--- config.mk ---
export PLATFORM = sky130hd
export DESIGN_NAME = clk_power_sequencer
export DESIGN_NICKNAME = d
export VERILOG_FILES = /design/src/rtl/clk_power_sequencer.sv
export SDC_FILE = /design/constraint.sdc
export NUM_CORES = 1
export LEC_CHECK = 0
export BUFFER_PORTS_ARGS = -buffer_cell sky130_fd_sc_hd__buf_2
export CAP_MARGIN = 20
export CORE_MARGIN = 2
export CORE_UTILIZATION = 30
export DETAILED_ROUTE_END_ITERATION = 6
export PLACE_DENSITY = 0.5
export SYNTH_ARGS = -nofsm -noshare
export SYNTH_HDL_FRONTEND = slang
export SYNTH_SLANG_ARGS = --single-unit
--- constraint.sdc ---
create_clock -name CLK -period 6.4 [get_ports CLK]
set_input_delay 0.32 -clock CLK [delete_from_list [all_inputs] [get_ports CLK]]
set_output_delay 0.32 -clock CLK [all_outputs]
set_load 0.02 [all_outputs]
--- src/rtl/clk_power_sequencer.sv ---
// clk_power_sequencer: sequences the external clock generator's oscillator
// enable, clock-phase enable and oscillator-stable indication through cold
// boot, STOP-mode shutdown and wake-up, and holds the CPU in sync reset on
// cold boot.
//
// Ports:
//   CLK        free-running reference clock
//   RESET      synchronous active-high reset
//   STOP_REQ   CPU STOP request (level, sampled only in RUN)
//   WAKE       wake event (level, acted on in STOP_CLK / STOPPED)
//   OSC_ENA    oscillator enable
//   CLK_ENA    clock-phase enable
//   OSC_STABLE oscillator settled
//   SYNC_RESET CPU synchronous reset request
//   STOP_ACK   high while in STOPPED
//   SEQ_STATE  current state encoding (debug)
//
// Optional feature: define CLKSEQ_WAKE_FILTER_EN to require WAKE to be
// sampled high on 3 consecutive edges before it qualifies.
//
// Latency: every output is a flop; outputs change on the edge that enters
// the new state. No combinational path from inputs to outputs.

module clk_power_sequencer #(
  parameter int OSC_SETTLE_CYCLES = 16,
  parameter int SYNC_RESET_CYCLES = 4,
  parameter int CLK_GATE_DELAY    = 2
) (
  input  logic       CLK,
  input  logic       RESET,
  input  logic       STOP_REQ,
  input  logic       WAKE,
  output logic       OSC_ENA,
  output logic       CLK_ENA,
  output logic       OSC_STABLE,
  output logic       SYNC_RESET,
  output logic       STOP_ACK,
  output logic [2:0] SEQ_STATE
);

  localparam int MAX_AB = (OSC_SETTLE_CYCLES > SYNC_RESET_CYCLES) ?
                          OSC_SETTLE_CYCLES : SYNC_RESET_CYCLES;
  localparam int MAX_P  = (MAX_AB > CLK_GATE_DELAY) ? MAX_AB : CLK_GATE_DELAY;
  localparam int CNT_W  = $clog2(MAX_P + 1);

  // The counter holds (edges already spent in the state), so the N-th edge
  // is the one that sees N-1.
  localparam logic [CNT_W-1:0] OSC_TC  = CNT_W'(OSC_SETTLE_CYCLES - 1);
  localparam logic [CNT_W-1:0] SRST_TC = CNT_W'(SYNC_RESET_CYCLES - 1);
  localparam logic [CNT_W-1:0] GATE_TC = CNT_W'(CLK_GATE_DELAY - 1);

  typedef enum logic [2:0] {
    ST_OFF      = 3'd0,
    ST_OSC_WARM = 3'd1,
    ST_SRST     = 3'd2,
    ST_RUN      = 3'd3,
    ST_STOP_CLK = 3'd4,
    ST_STOPPED  = 3'd5
  } state_t;

  state_t           state, state_nxt;
  logic [CNT_W-1:0] cnt, cnt_nxt;
  logic             cold, cold_nxt;
  logic             wake_pending, wake_pending_nxt;
  logic             wake_qual;

  // Output flops: {OSC_ENA, CLK_ENA, OSC_STABLE, SYNC_RESET, STOP_ACK}
  logic [4:0]       out_q, out_nxt;

  // Output decode for a given state and cold flag. Evaluated on the next
  // state so the registered outputs line up with the state register.
  function automatic logic [4:0] decode(input state_t s, input logic c);
    logic [4:0] o;
    o = 5'b00010;
    case (s)
      ST_OFF:      o = 5'b00010;
      ST_OSC_WARM: o = {3'b100, c, 1'b0};
      ST_SRST:     o = 5'b11110;
      ST_RUN:      o = 5'b11100;
      ST_STOP_CLK: o = {3'b101, c, 1'b0};
      ST_STOPPED:  o = {3'b000, c, 1'b1};
      default:     o = 5'b00010;
    endcase
    return o;
  endfunction

`ifdef CLKSEQ_WAKE_FILTER_EN
  // Consecutive-high counter for WAKE. Only runs in the two stop states so a
  // WAKE level held during RUN cannot pre-arm the filter.
  logic [1:0] wake_cnt, wake_cnt_nxt;
  logic       in_stop;

  always_comb begin
    in_stop      = (state == ST_STOP_CLK) || (state == ST_STOPPED);
    wake_cnt_nxt = 2'd0;
    if (WAKE && in_stop) begin
      wake_cnt_nxt = (wake_cnt == 2'd3) ? 2'd3 : wake_cnt + 2'd1;
    end
    // This edge is at least the 3rd consecutive high sample.
    wake_qual = WAKE && in_stop && (wake_cnt >= 2'd2);
  end

  always_ff @(posedge CLK) begin
    if (RESET) begin
      wake_cnt <= 2'd0;
    end else begin
      wake_cnt <= wake_cnt_nxt;
    end
  end
`else
  assign wake_qual = WAKE;
`endif

  always_comb begin
    state_nxt        = state;
    cnt_nxt          = cnt;
    cold_nxt         = cold;
    wake_pending_nxt = wake_pending;

    case (state)
      ST_OFF: begin
        state_nxt = ST_OSC_WARM;
        cnt_nxt   = '0;
      end
      ST_OSC_WARM: begin
        if (cnt == OSC_TC) begin
          state_nxt = cold ? ST_SRST : ST_RUN;
          cnt_nxt   = '0;
        end else begin
          cnt_nxt = cnt + CNT_W'(1);
        end
      end
      ST_SRST: begin
        if (cnt == SRST_TC) begin
          state_nxt = ST_RUN;
          cold_nxt  = 1'b0;
          cnt_nxt   = '0;
        end else begin
          cnt_nxt = cnt + CNT_W'(1);
        end
      end
      ST_RUN: begin
        // WAKE is deliberately not latched here.
        if (STOP_REQ) begin
          state_nxt = ST_STOP_CLK;
          cnt_nxt   = '0;
        end
      end
      ST_STOP_CLK: begin
        // A wake arriving while clocks are being gated is remembered so the
        // STOPPED visit shrinks to a single cycle.
        if (wake_qual) begin
          wake_pending_nxt = 1'b1;
        end
        if (cnt == GATE_TC) begin
          state_nxt = ST_STOPPED;
          cnt_nxt   = '0;
        end else begin
          cnt_nxt = cnt + CNT_W'(1);
        end
      end
      ST_STOPPED: begin
        if (wake_qual || wake_pending) begin
          state_nxt        = ST_OSC_WARM;
          wake_pending_nxt = 1'b0;
          cnt_nxt          = '0;
        end
      end
      default: begin
        state_nxt = ST_OFF;
        cnt_nxt   = '0;
      end
    endcase

    out_nxt = decode(state_nxt, cold_nxt);
  end

  always_ff @(posedge CLK) begin
    if (RESET) begin
      state        <= ST_OFF;
      cnt          <= '0;
      cold         <= 1'b1;
      wake_pending <= 1'b0;
      out_q        <= 5'b00010;
    end else begin
      state        <= state_nxt;
      cnt          <= cnt_nxt;
      cold         <= cold_nxt;
      wake_pending <= wake_pending_nxt;
      out_q        <= out_nxt;
    end
  end

  assign OSC_ENA    = out_q[4];
  assign CLK_ENA    = out_q[3];
  assign OSC_STABLE = out_q[2];
  assign SYNC_RESET = out_q[1];
  assign STOP_ACK   = out_q[0];
  assign SEQ_STATE  = state;

endmodule

==> flow_summary.json, run 1 <==
{
  "crit_buf_inv": 0,
  "yosys_register_bits": 15,
  "cts_setup_buffers": 0,
  "cts_buffers": 3,
  "timing.hold.ws_ns": 0.3479,
  "p_leak_nw": 0.3609,
  "ys_types": 37,
  "core_area_sq_mm": 0.002522,
  "antenna_found_initial": 0,
  "clockBufferDepth": 2,
  "syn_area_per_cell_sq_um": 8.812,
  "crit_chain": "ha_1, and3_2, ha_1, a22oi_1, nor2_1, ha_1, nor4b_1, a211oi_1",
  "dpl.hpwl_um": 1199,
  "postCtsHoldBufs": 0,
  "period_needed_ns": 2.262,
  "io-pin-count": 12,
  "async_reset_ff_share_pct": 0,
  "fill_cells": 281,
  "outcome": "finished clean",
  "viasPerCell": 5.126,
  "path_class": "flop to flop",
  "cts.sinks": 15,
  "synth_edf_count": 0,
  "start_kind": "flop",
  "power_density_mw_per_mm2": 175.5,
  "synth.most_common_cell": "dfxtp_1",
  "synthFlopType": "dfxtp_1",
  "clk_pin_slew_ns": 0.09,
  "ir_drop_uv": 80.90,
  "drt-initial-drc-count": 6,
  "htreeDepth": 1,
  "fp.dieH_um": 56.27,
  "io_buffers": 11,
  "slew_headroom_pct": 64.10,
  "grt_max_degree": 18,
  "final_antenna_net_count": 0,
  "drt_wl_total_um": 1635,
  "gp_congestion": 0.8210,
  "grt.total_usage_pct": 11.51,
  "syn_nets": 102,
  "ys_seq_area_share_pct": 36.64,
  "worst_pin_slew_ns": 0.5336,
  "nets": 115,
  "cts_resized": 0,
  "grt_pass1_vias": 667,
  "dieArea_sq_mm": 0.003166,
  "synth_top_area_share_pct": 36.64,
  "layout-drive-gt1-share_pct": 20.00,
  "synthTopCellsByArea": "dfxtp_1 37%, ha_1 7.6%, nor2_1 4.1%",
  "finalCritPeriodShare_pct": 35.34,
  "yosysWarnings": 0,
  "cpPeakStageDelay_ns": 0.36,
  "syn_area_sq_um": 819.5,
  "drc": 0,
  "die_w_um": 56.27,
  "vias": 692,
  "clock_latency_ns": 0.29,
  "worstHoldPathType": "input port to flop",
  "cts-root-buf": "clkbuf_4",
  "wl_per_cell_um": 12.11,
  "power.total_mw": 0.1625,
  "grt_pass1_wl_um": 2904,
  "report.final.slew_viol_count": 0,
  "setup_tns_ns": 0,
  "crit_slowest_cell": "dfxtp_1",
  "synth_top_area_cell": "dfxtp_1",
  "gr-total-overflow": 0,
  "dp.cells": 131,
  "syn2layout_area_growth_pct": 12.98,
  "finalCoreUtilization_pct": 36.71,
  "setup_viol_count_final": 0,
  "grt_setup_unrepaired": "no",
  "stdcell_count": 135,
  "initial_utilization_pct": 32.49,
  "arrival_ns": 2.43,
  "path_max_fanout": 6,
  "skew_ns": 0.007425,
  "dr.pass1.iters": 4,
  "crit_required_ns": 6.57,
  "drv_cap": 0,
  "num_rows": 18,
  "cts_tree": "yes",
  "fmax_mhz": 442.1,
  "antenna_cells": 0,
  "hold_viol_final": 0,
  "synthCells": 93,
  "critPathTopFamily": "adder cells",
  "cp_common_cell": "ha_1",
  "synth_common_cells": "15 x dfxtp_1, 9 x nor2_1, 7 x nand2_1, 6 x inv_1",
  "end_kind": "flop"
}
metrics by stage:
stage          area [sq um]  setup WS [ns]
4_1_cts               925.9          4.134
2_1_floorplan         819.5          4.302
5_1_grt               925.9          3.889
3_3_place_gp          899.6          4.213
6_report              925.9          4.138
3_5_place_dp          899.6          4.156
placed cells by master, fill, tap and decap left out, types with 3 or more instances in the layout:
| cell type | count |
|---|---|
| nor2b_1 | 5 |
| clkbuf_4 | 3 |
| inv_1 | 6 |
| dfxtp_1 | 15 |
| nor2_1 | 9 |
| buf_2 | 11 |
| nand2_1 | 7 |
| ha_1 | 5 |
| a211oi_1 | 3 |
| a31oi_1 | 3 |
report_power, final:
part	switching, mW	total [mW]	internal (mW)
registers	0.00209	0.0966	0.0945
logic	0.00608	0.0101	0.00397
clock network	0.0316	0.0559	0.0242
worst register-to-register path: stages (launching register included):
cell	delay [ns]
dfxtp_1	0.36
ha_1	0.25
and3_2	0.23
ha_1	0.21
a22oi_1	0.21
nor2_1	0.14
ha_1	0.37
nor4b_1	0.31
a211oi_1	0.07
registers in the layout (all words and copies together) (netlist names):
| register | cells |
|---|---|
| out_q | 5 |
| SEQ_STATE | 3 |
| cnt | 5 |
| cold | 1 |
| wake_pending | 1 |
routing by layer:
metal,up-vias,GRT usage (%),routed length (um)
li1,362,-,-
met1,317,14.13,859
met2,10,18.49,687
met3,3,3.917,69
met4,0,4.422,19
met5,-,0,0
logic make-up after synthesis:
kind of cell	share of synthesized area, %
AND/OR/NAND/NOR	27.02
buffers and inverters	4.732
flip-flops	36.64
AO/OA/AOI/OAI	22.75
multiplexers	1.221
adder cells (fa/ha/maj)	7.634
layout make-up:
cell class	instances	area, sq um	area share (%)
multi-input cells	68	480.5	51.89
flip-flops and latches	15	300.3	32.43
well taps	30	37.54	4.054
repair buffers	11	55.05	5.946
inverters	7	26.28	2.838
clock buffers	4	26.28	2.838
path summary, 6_finish.rpt:
| check | startpoint | slack (ns) | depth (start not counted) | to |
|---|---|---|---|---|
| worst min register to register | cold$_SDFF_PP1_ | 0.50 | 2 | cold$_SDFF_PP1_ |
| worst max register to register | cnt[0]$_SDFFE_PP0P_ | 4.14 | 8 | out_q[1]$_SDFF_PP1_ |
| worst max-delay path | cnt[0]$_SDFFE_PP0P_ | 4.14 | 8 | out_q[1]$_SDFF_PP1_ |
| worst min-delay path | WAKE | 0.35 | 3 | wake_pending$_SDFFE_PP0P_ |
(Power assumes the default switching activity.)
==> run 2: changes to the inputs <==
- clock period: 6.4 -> 2.15 ns (I/O delays scaled with it)
==> flow_summary.json, run 2 (synthesized netlist as in run 1, its figures left out) <==
{
  "outcome": "finished clean",
  "cts_buffers": 3,
  "io-pin-count": 12,
  "dr.pass1.iters": 4,
  "worst-path-stages": 8,
  "wl_per_cell_um": 12.63,
  "htreeDepth": 1,
  "report.final.slew_viol_count": 0,
  "grt_pass1_vias": 699,
  "grt_max_degree": 18,
  "clk_pin_slew_ns": 0.10,
  "final_common_cell": "dfxtp_1",
  "num_rows": 18,
  "crit_required_ns": 2.36,
  "fmax_mhz": 487.5,
  "dieArea_sq_mm": 0.003166,
  "finalCoreUtilization_pct": 39.53,
  "syn2layout_area_growth_pct": 21.68,
  "drc": 0,
  "worst_slack_ns": 0.09860,
  "crit_chain": "ha_1, and3_2, ha_1, a311oi_2, a221oi_2, a21boi_4, or4_1, o31ai_1",
  "setup_viol_count_final": 0,
  "grt.total_usage_pct": 12.38,
  "viasPerCell": 5.184,
  "antenna_found_initial": 0,
  "crit_slowest_cell": "or4_1",
  "grt_pass1_wl_um": 3084,
  "p_int_mw": 0.3655,
  "power_frac_comb_pct": 7.4,
  "drv_cap": 0,
  "hold_viol_final": 0,
  "gr-total-overflow": 0,
  "p_seq_share_pct": 58.6,
  "drt-initial-drc-count": 6,
  "path_class": "flop to flop",
  "fp.dieH_um": 56.27,
  "r2r_start": "cnt[0]$_SDFFE_PP0P_",
  "end_kind": "flop",
  "hold_path_startpoint": "WAKE",
  "layout-drive-gt1-share_pct": 29.73,
  "p_sw_share_pct": 25.18,
  "clock_latency_ns": 0.29,
  "p_sw_mw": 0.1230,
  "die_w_um": 56.27,
  "finalCritPeriodShare_pct": 95.41,
  "dpl.hpwl_um": 1308,
  "vias": 731,
  "arrival_ns": 2.26,
  "initial_utilization_pct": 32.49,
  "slew_headroom_pct": 65.59,
  "postCtsHoldBufs": 0,
  "p_leak_nw": 0.4024,
  "crit_buf_inv": 0,
  "drt_wl_total_um": 1781,
  "antenna_cells": 0,
  "power_density_mw_per_mm2": 489.9,
  "worst_pin_slew_ns": 0.5115,
  "start_kind": "flop",
  "nets": 121,
  "fin_area_sq_um": 997.2,
  "final_cell_mix": "14 x dfxtp_1, 11 x buf_2, 9 x nor2_1",
  "clockBufferDepth": 2,
  "final_antenna_net_count": 0,
  "worstHoldPathType": "input port to flop",
  "power.total_mw": 0.4885,
  "period_needed_ns": 2.051,
  "cp_common_cell": "ha_1",
  "cts.sinks": 15,
  "skew_ns": 0.01126,
  "path_max_fanout": 7,
  "cts_tree": "yes",
  "cpPeakStageDelay_ns": 0.42,
  "cts-root-buf": "clkbuf_4",
  "pwr-share-clk_pct": 34.0,
  "ir_drop_uv": 268.6,
  "critPathTopFamily": "simple AND/OR/NAND/NOR gates",
  "io_buffers": 11,
  "r2r_cells": 8,
  "dpl_worst_slack_ns": 0.01413,
  "placed_area_sq_um": 944.7,
  "core_area_sq_mm": 0.002522,
  "whs_path_depth": 3,
  "gp_congestion": 0.8006,
  "worstSetupStartpoint": "cnt[0]$_SDFFE_PP0P_"
}
## run 2: power by group through the flow
| stage | clock [mW] | sequential, mW | combinational (mW) |
|---|---|---|---|
| 5_1_grt | 0.185 | 0.287 | 0.0413 |
| 3_3_place_gp | 0 | 0.292 | 0.0351 |
| 6_report | 0.166 | 0.286 | 0.0363 |
| 3_5_place_dp | 0 | 0.292 | 0.0356 |
| 4_1_cts | 0.174 | 0.286 | 0.0359 |
| 2_1_floorplan | 0 | 0.293 | 0.0216 |
## run 2: worst paths after layout
| check | to | slack [ns] |
|---|---|---|
| max | out_q[4]$_SDFF_PP0_ | 0.1 |
| min | wake_pending$_SDFFE_PP0P_ | 0.13 |
| max reg2reg | out_q[4]$_SDFF_PP0_ | 0.1 |
| min reg2reg | cold$_SDFF_PP1_ | 0.52 |
## run 2: layout make-up
cell class | count | area (sq um)
inverter | 7 | 26.28
clock inverter | 1 | 5.005
multi-input combinational | 68 | 504.2
tap | 30 | 37.54
clock buffer | 3 | 22.52
sequential | 15 | 301.5
fill | 277 | 1525
timing repair buffer | 17 | 100.1
## run 2: timing repair
| item | 4_1_cts | 5_1_grt |
|---|---|---|
| gates resized for setup | 0 | 5 |
| endpoints found under the setup margin | 0 | 2 |
| setup buffers | 0 | 0 |
## run 2: worst min-delay path: stages
cell and delay [ns]:
buf_2 0.11, a21oi_1 0.11, a211oi_1 0.05
## run 2: per-layer routing
metal,GRT usage (%),vias up,wire [um]
li1,-,379,-
met1,15.85,337,904
met2,18.99,11,780
met3,3.917,4,68
met4,5.442,0,27
met5,0,-,0
## run 2: metrics by stage
step	TNS (ns)	hold WS [ns]	cells
5_1_grt	-0.002127	0.1458	141
6_report	0	0.1322	141
3_5_place_dp	0	0.4572	137
3_3_place_gp	0	0.4437	137
4_1_cts	0	0.1283	141
2_1_floorplan	0	0.3145	93
==> run 3: changes to the inputs <==
- CORE_ASPECT_RATIO: default -> 1.2
- CORE_MARGIN: 2 -> 3
==> flow_summary.json, run 3 (synthesized netlist as in run 1, its figures left out) <==
{
  "outcome": "finished clean",
  "clock_latency_ns": 0.29,
  "worst_pin_slew_ns": 0.6083,
  "hold_viol_final": 0,
  "pwr-share-clk_pct": 34.2,
  "worst_slack_ns": 0.1275,
  "io-pin-count": 12,
  "final_cell_mix": "15 x dfxtp_1, 11 x buf_2, 9 x nor2_1",
  "skew_ns": 0.01084,
  "power_frac_comb_pct": 7.3,
  "crit_buf_inv": 0,
  "cts_tree": "yes",
  "drc": 0,
  "cts_buffers": 3,
  "drt_wl_total_um": 1876,
  "final_antenna_net_count": 0,
  "initial_utilization_pct": 31.80,
  "viasPerCell": 5.062,
  "placed_area_sq_um": 955.9,
  "wl_per_cell_um": 12.94,
  "antenna_cells": 0,
  "path_class": "flop to flop",
  "nets": 122,
  "cts.sinks": 15,
  "critPathTopFamily": "simple AND/OR/NAND/NOR gates",
  "p_seq_share_pct": 58.5,
  "setup_tns_ns": 0,
  "final_common_cell": "dfxtp_1",
  "setup_viol_count_final": 0,
  "ir_drop_uv": 274.0,
  "grt.total_usage_pct": 12.48,
  "gp_congestion": 0.7858,
  "dieArea_sq_mm": 0.003397,
  "p_leak_nw": 0.3974,
  "clk_pin_slew_ns": 0.10,
  "cts-root-buf": "clkbuf_4",
  "drt-initial-drc-count": 6,
  "layout-drive-gt1-share_pct": 27.68,
  "dpl_worst_slack_ns": 0.005576,
  "cpPeakStageDelay_ns": 0.42,
  "fp.dieH_um": 63.26,
  "crit_slowest_cell": "or4_1",
  "start_kind": "flop",
  "p_int_mw": 0.3680,
  "dpl.hpwl_um": 1417,
  "antenna_found_initial": 0,
  "syn2layout_area_growth_pct": 21.53,
  "worstHoldPathType": "input port to flop",
  "clockBufferDepth": 2,
  "core_area_sq_mm": 0.002577,
  "gr-total-overflow": 0,
  "report.final.slew_viol_count": 0,
  "drv_cap": 0,
  "vias": 734,
  "die_w_um": 53.71,
  "grt_pass1_vias": 726,
  "crit_required_ns": 2.36,
  "slew_headroom_pct": 59.07,
  "fin_area_sq_um": 996.0,
  "crit_chain": "ha_1, and3_2, ha_2, a311oi_1, a221oi_1, a21boi_4, or4_1, o31ai_1",
  "htreeDepth": 1,
  "fmax_mhz": 494.4,
  "finalCritPeriodShare_pct": 94.07,
  "stdcell_count": 145,
  "p_sw_share_pct": 24.67,
  "grt_max_degree": 18,
  "end_kind": "flop",
  "p_sw_mw": 0.1205,
  "num_rows": 20,
  "dp.cells": 141,
  "dr.pass1.iters": 4,
  "io_buffers": 11,
  "power_density_mw_per_mm2": 490.5,
  "period_needed_ns": 2.023,
  "arrival_ns": 2.23,
  "grt_pass1_wl_um": 3167,
  "path_max_fanout": 7
}
[run 3: changes by cell type in the layout (fill, tap and decap cells not counted), sizes merged]
cell    delta
clkbuf     +1
clkinv     -1
buf        +1
[run 3: power groups by stage]
stage	sequential [mW]	combinational, mW	clock, mW
final	0.286	0.0356	0.167
after floorplan	0.293	0.0216	0
after global routing	0.287	0.0391	0.182
after CTS	0.286	0.0356	0.172
after global placement	0.293	0.0350	0
after detailed placement	0.292	0.0352	0
[run 3: worst reg2reg max path: cells and delay by family (launching register included)]
family / cells / cell delay (ns)
compound gates: 4 / 0.58
fa+ha+maj: 2 / 0.39
flops: 1 / 0.33
simple gates: 2 / 0.64
[run 3: timing repair]
action / 4_1_cts / 5_1_grt
buffers inserted: 0 / 0
hold buffers: 0 / 0
setup endpoints to repair: 1 / 3
pin swaps: 0 / 2
gates resized for setup: 1 / 2
[run 3: per-stage QoR]
| step | hold slack (ns) | power (mW) | utilization (%) |
|---|---|---|---|
| after floorplan | 0.3145 | 0.3151 | - |
| after global placement | 0.4396 | 0.3275 | 37.09 |
| after detailed placement | 0.4584 | 0.3276 | 37.09 |
| after CTS | 0.1432 | 0.4933 | 38.35 |
| after global routing | 0.1989 | 0.5077 | 38.64 |
| final | 0.1457 | 0.4885 | 38.64 |
[run 3: cell type report]
type	count	area, sq um
clock buffers	4	26.28
fillers	283	1582
inverters	7	26.28
multi-input cells	68	494.2
flip-flops and latches	15	300.3
well taps	33	41.29
repair buffers	18	107.6
[run 3: path summary, 6_finish.rpt]
path,from,slack [ns],cells after the start,end
setup / recovery,cnt[0]$_SDFFE_PP0P_,0.13,8,out_q[4]$_SDFF_PP0_
hold / removal,WAKE,0.15,3,wake_pending$_SDFFE_PP0P_
setup reg to reg,cnt[0]$_SDFFE_PP0P_,0.13,8,out_q[4]$_SDFF_PP0_
hold reg to reg,cold$_SDFF_PP1_,0.53,2,cold$_SDFF_PP1_
[run 3: routing by layer]
metal	GRT usage (%)	wire length, um	up-vias
met5	0	0	-
met4	4.792	21	0
met3	2.837	58	2
met2	21.06	991	7
met1	14.64	805	346
li1	-	-	379
